==> config.mk <==
export PLATFORM = sky130hd
export DESIGN_NAME = adc_cmd_arbiter
export DESIGN_NICKNAME = d
export VERILOG_FILES = /design/src/rtl/adc_cfg_pkg.sv /design/src/rtl/adc_trig_latch.sv /design/src/rtl/adc_cmd_arbiter.sv
export SDC_FILE = /design/constraint.sdc
export NUM_CORES = 1
export LEC_CHECK = 0
export CORE_AREA = 2 2 69 137
export CTS_CLUSTER_SIZE = 10
export DETAILED_ROUTE_END_ITERATION = 7
export DIE_AREA = 0 0 71 139
export GPL_ROUTABILITY_DRIVEN = 0
export PLACE_DENSITY = 0.75
export SETUP_SLACK_MARGIN = 0.1
export SLEW_MARGIN = 20
export SYNTH_ARGS = -nofsm -noshare
export SYNTH_HDL_FRONTEND = slang
export SYNTH_SLANG_ARGS = --single-unit
==> constraint.sdc <==
create_clock -name aclk -period 1.58 [get_ports aclk]
set_input_delay 0.316 -clock aclk [delete_from_list [all_inputs] [get_ports aclk]]
set_output_delay 0.316 -clock aclk [all_outputs]
set_load 0.02 [all_outputs]
==> src/rtl/adc_cfg_pkg.sv <==
// Shared definitions for the ADC command arbiter: FSM encoding and status word layout.
package adc_cfg_pkg;

    typedef enum logic [1:0] {
        ST_IDLE      = 2'd0,
        ST_ISSUE     = 2'd1,
        ST_SETTLE    = 2'd2,
        ST_WAIT_DONE = 2'd3
    } arb_state_e;

    localparam int unsigned STAT_CNT_W        = 16;
    localparam int unsigned STAT_PEND_BIT     = 16;
    localparam int unsigned STAT_STATE_LSB    = 17;
    localparam int unsigned STAT_HOSTWAIT_BIT = 19;

    function automatic logic [31:0] pack_status(
        input logic [STAT_CNT_W-1:0] i_cnt,
        input logic                  i_pend,
        input arb_state_e            i_state,
        input logic                  i_host_wait
    );
        logic [31:0] w_s;
        w_s                        = '0;
        w_s[STAT_CNT_W-1:0]        = i_cnt;
        w_s[STAT_PEND_BIT]         = i_pend;
        w_s[STAT_STATE_LSB +: 2]   = i_state;
        w_s[STAT_HOSTWAIT_BIT]     = i_host_wait;
        return w_s;
    endfunction

endpackage

==> src/rtl/adc_trig_latch.sv <==
// Conversion-request latch with saturating dropped-trigger counter.
module adc_trig_latch #(
    parameter int unsigned CNT_W = 16
) (
    input  logic             aclk,
    input  logic             aresetn,
    input  logic             i_enable,
    input  logic             i_trigger,
    input  logic             i_clear_cnt,
    input  logic             i_grant,
    output logic             o_pending,
    output logic [CNT_W-1:0] o_drop_cnt
);

    logic             r_pending;
    logic [CNT_W-1:0] r_drop_cnt;
    logic             w_drop;

    // A trigger landing on the grant cycle re-arms the latch instead of counting as a drop.
    assign w_drop = i_enable & i_trigger & r_pending & ~i_grant;

    always_ff @(posedge aclk or negedge aresetn) begin
        if (!aresetn) begin
            r_pending <= 1'b0;
        end else if (!i_enable) begin
            r_pending <= 1'b0;
        end else if (i_trigger) begin
            r_pending <= 1'b1;
        end else if (i_grant) begin
            r_pending <= 1'b0;
        end
    end

    always_ff @(posedge aclk or negedge aresetn) begin
        if (!aresetn) begin
            r_drop_cnt <= '0;
        end else if (i_clear_cnt) begin
            r_drop_cnt <= '0;
        end else if (w_drop && (r_drop_cnt != '1)) begin
            r_drop_cnt <= r_drop_cnt + CNT_W'(1);
        end
    end

    assign o_pending  = r_pending;
    assign o_drop_cnt = r_drop_cnt;

endmodule

==> src/rtl/adc_cmd_arbiter.sv <==
// Arbitrates ADC conversion commands against a host command stream toward the SPI engine,
// with bounded starvation of the host.
module adc_cmd_arbiter
    import adc_cfg_pkg::*;
#(
    parameter int unsigned DW           = 32,
    parameter int unsigned CNT_W        = 16,
    parameter int unsigned STARVE_LIMIT = 4
) (
    input  logic          aclk,
    input  logic          aresetn,
    input  logic          enable,
    input  logic          trigger,
    input  logic [DW-1:0] conv_cmd,
    input  logic          clear_cnt,
    input  logic [DW-1:0] s_axis_tdata,
    input  logic          s_axis_tvalid,
    output logic          s_axis_tready,
    output logic [DW-1:0] m_axis_tdata,
    output logic          m_axis_tvalid,
    input  logic          m_axis_tready,
    input  logic          adc_busy,
    output logic [31:0]   status
);

    localparam int unsigned SW = $clog2(STARVE_LIMIT + 1);

    arb_state_e       r_state;
    arb_state_e       w_state_next;
    logic             r_armed;
    logic [SW-1:0]    r_starve;
    logic [DW-1:0]    r_m_tdata;
    logic             r_m_tvalid;
    logic [31:0]      r_status;

    logic             w_pending;
    logic [CNT_W-1:0] w_drop_cnt;
    logic             w_conv_win;
    logic             w_host_win;

    adc_trig_latch #(
        .CNT_W (CNT_W)
    ) u_trig_latch (
        .aclk        (aclk),
        .aresetn     (aresetn),
        .i_enable    (enable),
        .i_trigger   (trigger),
        .i_clear_cnt (clear_cnt),
        .i_grant     (w_conv_win),
        .o_pending   (w_pending),
        .o_drop_cnt  (w_drop_cnt)
    );

    always_ff @(posedge aclk or negedge aresetn) begin
        if (!aresetn) begin
            r_state <= ST_IDLE;
        end else begin
            r_state <= w_state_next;
        end
    end

    always_comb begin
        w_state_next = r_state;
        case (r_state)
            ST_IDLE:      if (w_conv_win || w_host_win) w_state_next = ST_ISSUE;
            ST_ISSUE:     if (m_axis_tready)            w_state_next = ST_SETTLE;
            ST_SETTLE:                                  w_state_next = ST_WAIT_DONE;
            ST_WAIT_DONE: if (!adc_busy)                w_state_next = ST_IDLE;
            default:                                    w_state_next = ST_IDLE;
        endcase
    end

    // r_armed holds off grants for the first edge after reset release.
    always_comb begin
        w_conv_win = 1'b0;
        w_host_win = 1'b0;
        if ((r_state == ST_IDLE) && r_armed) begin
            w_conv_win = w_pending && (!s_axis_tvalid || (r_starve < SW'(STARVE_LIMIT)));
            w_host_win = !w_conv_win && s_axis_tvalid;
        end
    end

    always_ff @(posedge aclk or negedge aresetn) begin
        if (!aresetn) begin
            r_armed    <= 1'b0;
            r_starve   <= '0;
            r_m_tdata  <= '0;
            r_m_tvalid <= 1'b0;
            r_status   <= '0;
        end else begin
            r_armed    <= 1'b1;
            r_m_tvalid <= (w_state_next == ST_ISSUE);
            if (w_conv_win) begin
                r_m_tdata <= conv_cmd;
            end else if (w_host_win) begin
                r_m_tdata <= s_axis_tdata;
            end
            if (w_host_win) begin
                r_starve <= '0;
            end else if (w_conv_win && s_axis_tvalid) begin
                r_starve <= r_starve + SW'(1);
            end
            r_status <= pack_status(16'(w_drop_cnt), w_pending, r_state,
                                    s_axis_tvalid && !w_host_win);
        end
    end

    assign s_axis_tready = w_host_win;
    assign m_axis_tdata  = r_m_tdata;
    assign m_axis_tvalid = r_m_tvalid;
    assign status        = r_status;

endmodule

==> key figures <==
GRT
  – First-pass GRT wire length: between 15000 and 20000 microns
  – Largest net degree at the start of global routing: between 50 and 60
  – Vias in the first global route: 3429
  – Grt total ovfl: 0
  – GRT Resource Usage Total: 0.217
  – Initial antenna violation count: 0

Detailed routing
  – Pre-Repair DR Iteration Count: 6
  – Final wirelength: 11300 microns
  – Drt wl/cell: 17.7 microns
  – Via density per instance: a little over 5
  – Detailed Route Iter0 Violations: approximately 130
  – Post-route ant nets: 0
  – DRC viols: 0
  – DR vias: about 3300

Floorplan
  – Die Area: 0.00987 sq mm
  – Placeable Area: 0.00889 sq mm
  – Die width: between 70 and 80 microns
  – Io pins: 138
  – Initial Util: 0.377
  – Std-Cell Rows: between 40 and 50
  – Die H: about 140 microns

Yosys
  – Post-synth ARST share: 1.00
  – Largest area contributor in the netlist: dfrtp_1
  – YS warnings: 0
  – Synth Cell Area: about 0.0034 sq mm
  – Most common cell in the netlist: dfrtp_1
  – Post-synth EDFFs: 0
  – Sequential share of the synthesized area: 0.567
  – Synth area leaders: dfrtp_1, nand2_1, a31oi_1
  – Netlist cell types: 41
  – Commonest cells in the netlist: dfrtp_1, nand2_1, nor2_1
  – #FFs+latches synth: 76
  – Most common flop cell mapped by yosys: dfrtp_1
  – Cells after Synth: about 340
  – Top cell type's share of synthesized area: 0.567
  – Synthesized area per cell: approximately 10 sq um

Finish
  – FILL cells: 641
  – Layout Nets: 605
  – # diodes: 0
  – Share of layout cells above drive strength 1: 0.362
  – Final design utilization: 0.715
  – Area grow syn2layout: 89.4%

Run
  – Max Cap Viol: 0

Critical path
  – CP top delay family: simple AND/OR/NAND/NOR gates
  – Crit end category: flip-flop
  – Critical-path cell with the highest stage delay: dfrtp_1
  – Worst Setup Start Kind: flip-flop
  – CP max FO: 6
  – Crit-path max cell delay: 400 ps
  – Reg2reg end: u_trig_latch.o_drop_cnt[5]$_DFFE_PN0P_
  – Worst path required time: about 1800 ps
  – Crit path buffers/inverters: 3
  – Setup CP Type: reg -> reg
  – Origin of the critical flop-to-flop path: u_trig_latch.o_drop_cnt[5]$_DFFE_PN0P_
  – Worst path cell trace: buf_6 > nand4_1 > nor4_4 > buf_6 > buf_12 > nor3_4 > xnor2_1 > nor2_1
  – R2r worst-path depth: 8
  – Reg2reg setup slack: -240 ps
  – Crit-path most repeated cell: buf_6
  – Arr. time, crit path: around 2000 ps

Placed design
  – Port Buffers: between 100 and 150
  – Dpl hpwl: a little over 7000 microns

Status
  – Failing checks: setup timing
  – Status: complete, but fails checks

Worst hold path
  – Hold WC Path Type: in -> async

CTS
  – Sink Count: 76
  – Num CTS Buffers: 9
  – Clk_lat worst skew: 330 ps
  – H-tree depth: 3
  – Clock Tree Root: clkbuf_16
  – CTS tree: yes
  – Clk buf depth: 2
  – Clk slew on worst S/H paths: roughly 60 ps

Pwr
  – Lkg Pwr: roughly 2.9 nW
  – VDD IR max: roughly 0.00074 V
  – Power per cell area: between 1000 and 1500 mW/mm^2

Timing
  – Worst-case hold slack: approximately 370 ps
  – Clk_skew: between 8 and 9 ps
  – Final period util: 1.15
  – Hold Vio Cnt, Final: 0
  – Final Setup Violations: between 50 and 60
  – Final Max Slew Viols: 0
  – Setup ws final: -241 ps
  – Fin crit period: between 1500 and 2000 ps
  – Unrepaired setup endpoints after global routing: yes
  – Fmax: approximately 550 MHz
-- where the power goes --
part	leakage [nW]	switching, mW	total, mW	internal (mW)
Clock	0.149	0.762	2.07	1.30
Sequential	0.974	0.275	2.75	2.47
Combinational	1.82	1.77	3.27	1.50
-- state kept, by name, indices dropped and copies added, names as in the netlist --
signal / count
r_starve: 3
r_armed: 1
u_trig_latch.o_drop_cnt: 16
m_axis_tvalid: 1
m_axis_tdata: 32
r_state: 2
u_trig_latch.o_pending: 1
status: 20
-- what timing repair did --
item / CTS / global route
buffers inserted: 18 / 13
endpoints found under the hold margin: 13 / 0
gates resized for setup: 104 / 109
gates cloned: 3 / 0
setup endpoints to repair: 105 / 53
hold buffers: 1 / 0
pin swaps: 46 / 82
-- cells in the final DEF (no fill, tap or decap), types with 12 or more instances in the layout --
cell | synthesis | routed
dlygate4sd2_1 | 0 | 54
nand2_2 | 1 | 14
a31oi_4 | 0 | 17
nor2_2 | 0 | 12
clkdlybuf4s50_1 | 0 | 69
nand2_4 | 0 | 21
buf_6 | 5 | 18
buf_4 | 13 | 46
a31oi_1 | 34 | 17
nand2_1 | 70 | 36
conb_1 | 2 | 13
nor2_1 | 51 | 36
buf_12 | 0 | 13
dfrtp_1 | 76 | 76
-- logic make-up after synthesis --
logic type               Yosys count  synth area share
flip-flops                        76             0.567
adder cells (fa/ha/maj)            2           0.00746
AO/OA/AOI/OAI                     51            0.0977
buffers and inverters             34            0.0645
other                              2           0.00224
XOR/XNOR                          12            0.0313
AND/OR/NAND/NOR                  159             0.230
-- routing by layer --
| layer | GRT usage | vias up | share of wire | routed length [microns] |
|---|---|---|---|---|
| met1 | 0.232 | 1626 | 0.36 | 4020 |
| li1 | - | 1507 | - | - |
| met3 | 0.0436 | 17 | 0.042 | 469 |
| met5 | 0 | - | 0 | 0 |
| met2 | 0.407 | 101 | 0.58 | 6560 |
| met4 | 0.0785 | 0 | 0.020 | 223 |
-- worst max-delay path by stage --
stage / start / end / slack [ps] / cells past startpoint
floorplan: r_state[0]$_DFF_PN0_ / s_axis_tready / 6 / 6
global placement: s_axis_tvalid / u_trig_latch.o_drop_cnt[12]$_DFFE_PN0P_ / -420 / 7
detailed placement: s_axis_tvalid / m_axis_tdata[7]$_DFFE_PN0P_ / -460 / 7
CTS: r_state[1]$_DFF_PN0_ / s_axis_tready / -230 / 5
global route: u_trig_latch.o_drop_cnt[3]$_DFFE_PN0P_ / u_trig_latch.o_drop_cnt[5]$_DFFE_PN0P_ / -300 / 8
finish: u_trig_latch.o_drop_cnt[5]$_DFFE_PN0P_ / u_trig_latch.o_drop_cnt[5]$_DFFE_PN0P_ / -240 / 8
-- area by class of cell --
cell class | count | area, sq um | area share
clock buffers | 12 | 256 | 0.0403
clock inverters | 4 | 47.5 | 0.00748
inverters | 5 | 26.3 | 0.00413
multi-input cells | 237 | 2000 | 0.315
flip-flops and latches | 76 | 1900 | 0.299
well taps | 102 | 128 | 0.0201
repair buffers | 202 | 2000 | 0.314
-- through the flow --
stage | setup slack [ps] | TNS (ps) | std cells | power [mW] | cell area, sq um
3_5_place_dp | -461 | -19880 | 594 | 5.64 | 5100
6_report | -241 | -5430 | 638 | 8.09 | 6360
4_1_cts | -231 | -6650 | 631 | 7.60 | 5820
2_1_floorplan | 6.03 | 0 | 347 | 4.15 | 3470
3_3_place_gp | -418 | -17440 | 594 | 5.54 | 5100
5_1_grt | -297 | -8290 | 638 | 8.51 | 6360
Power figures use the tool's default switching activity.
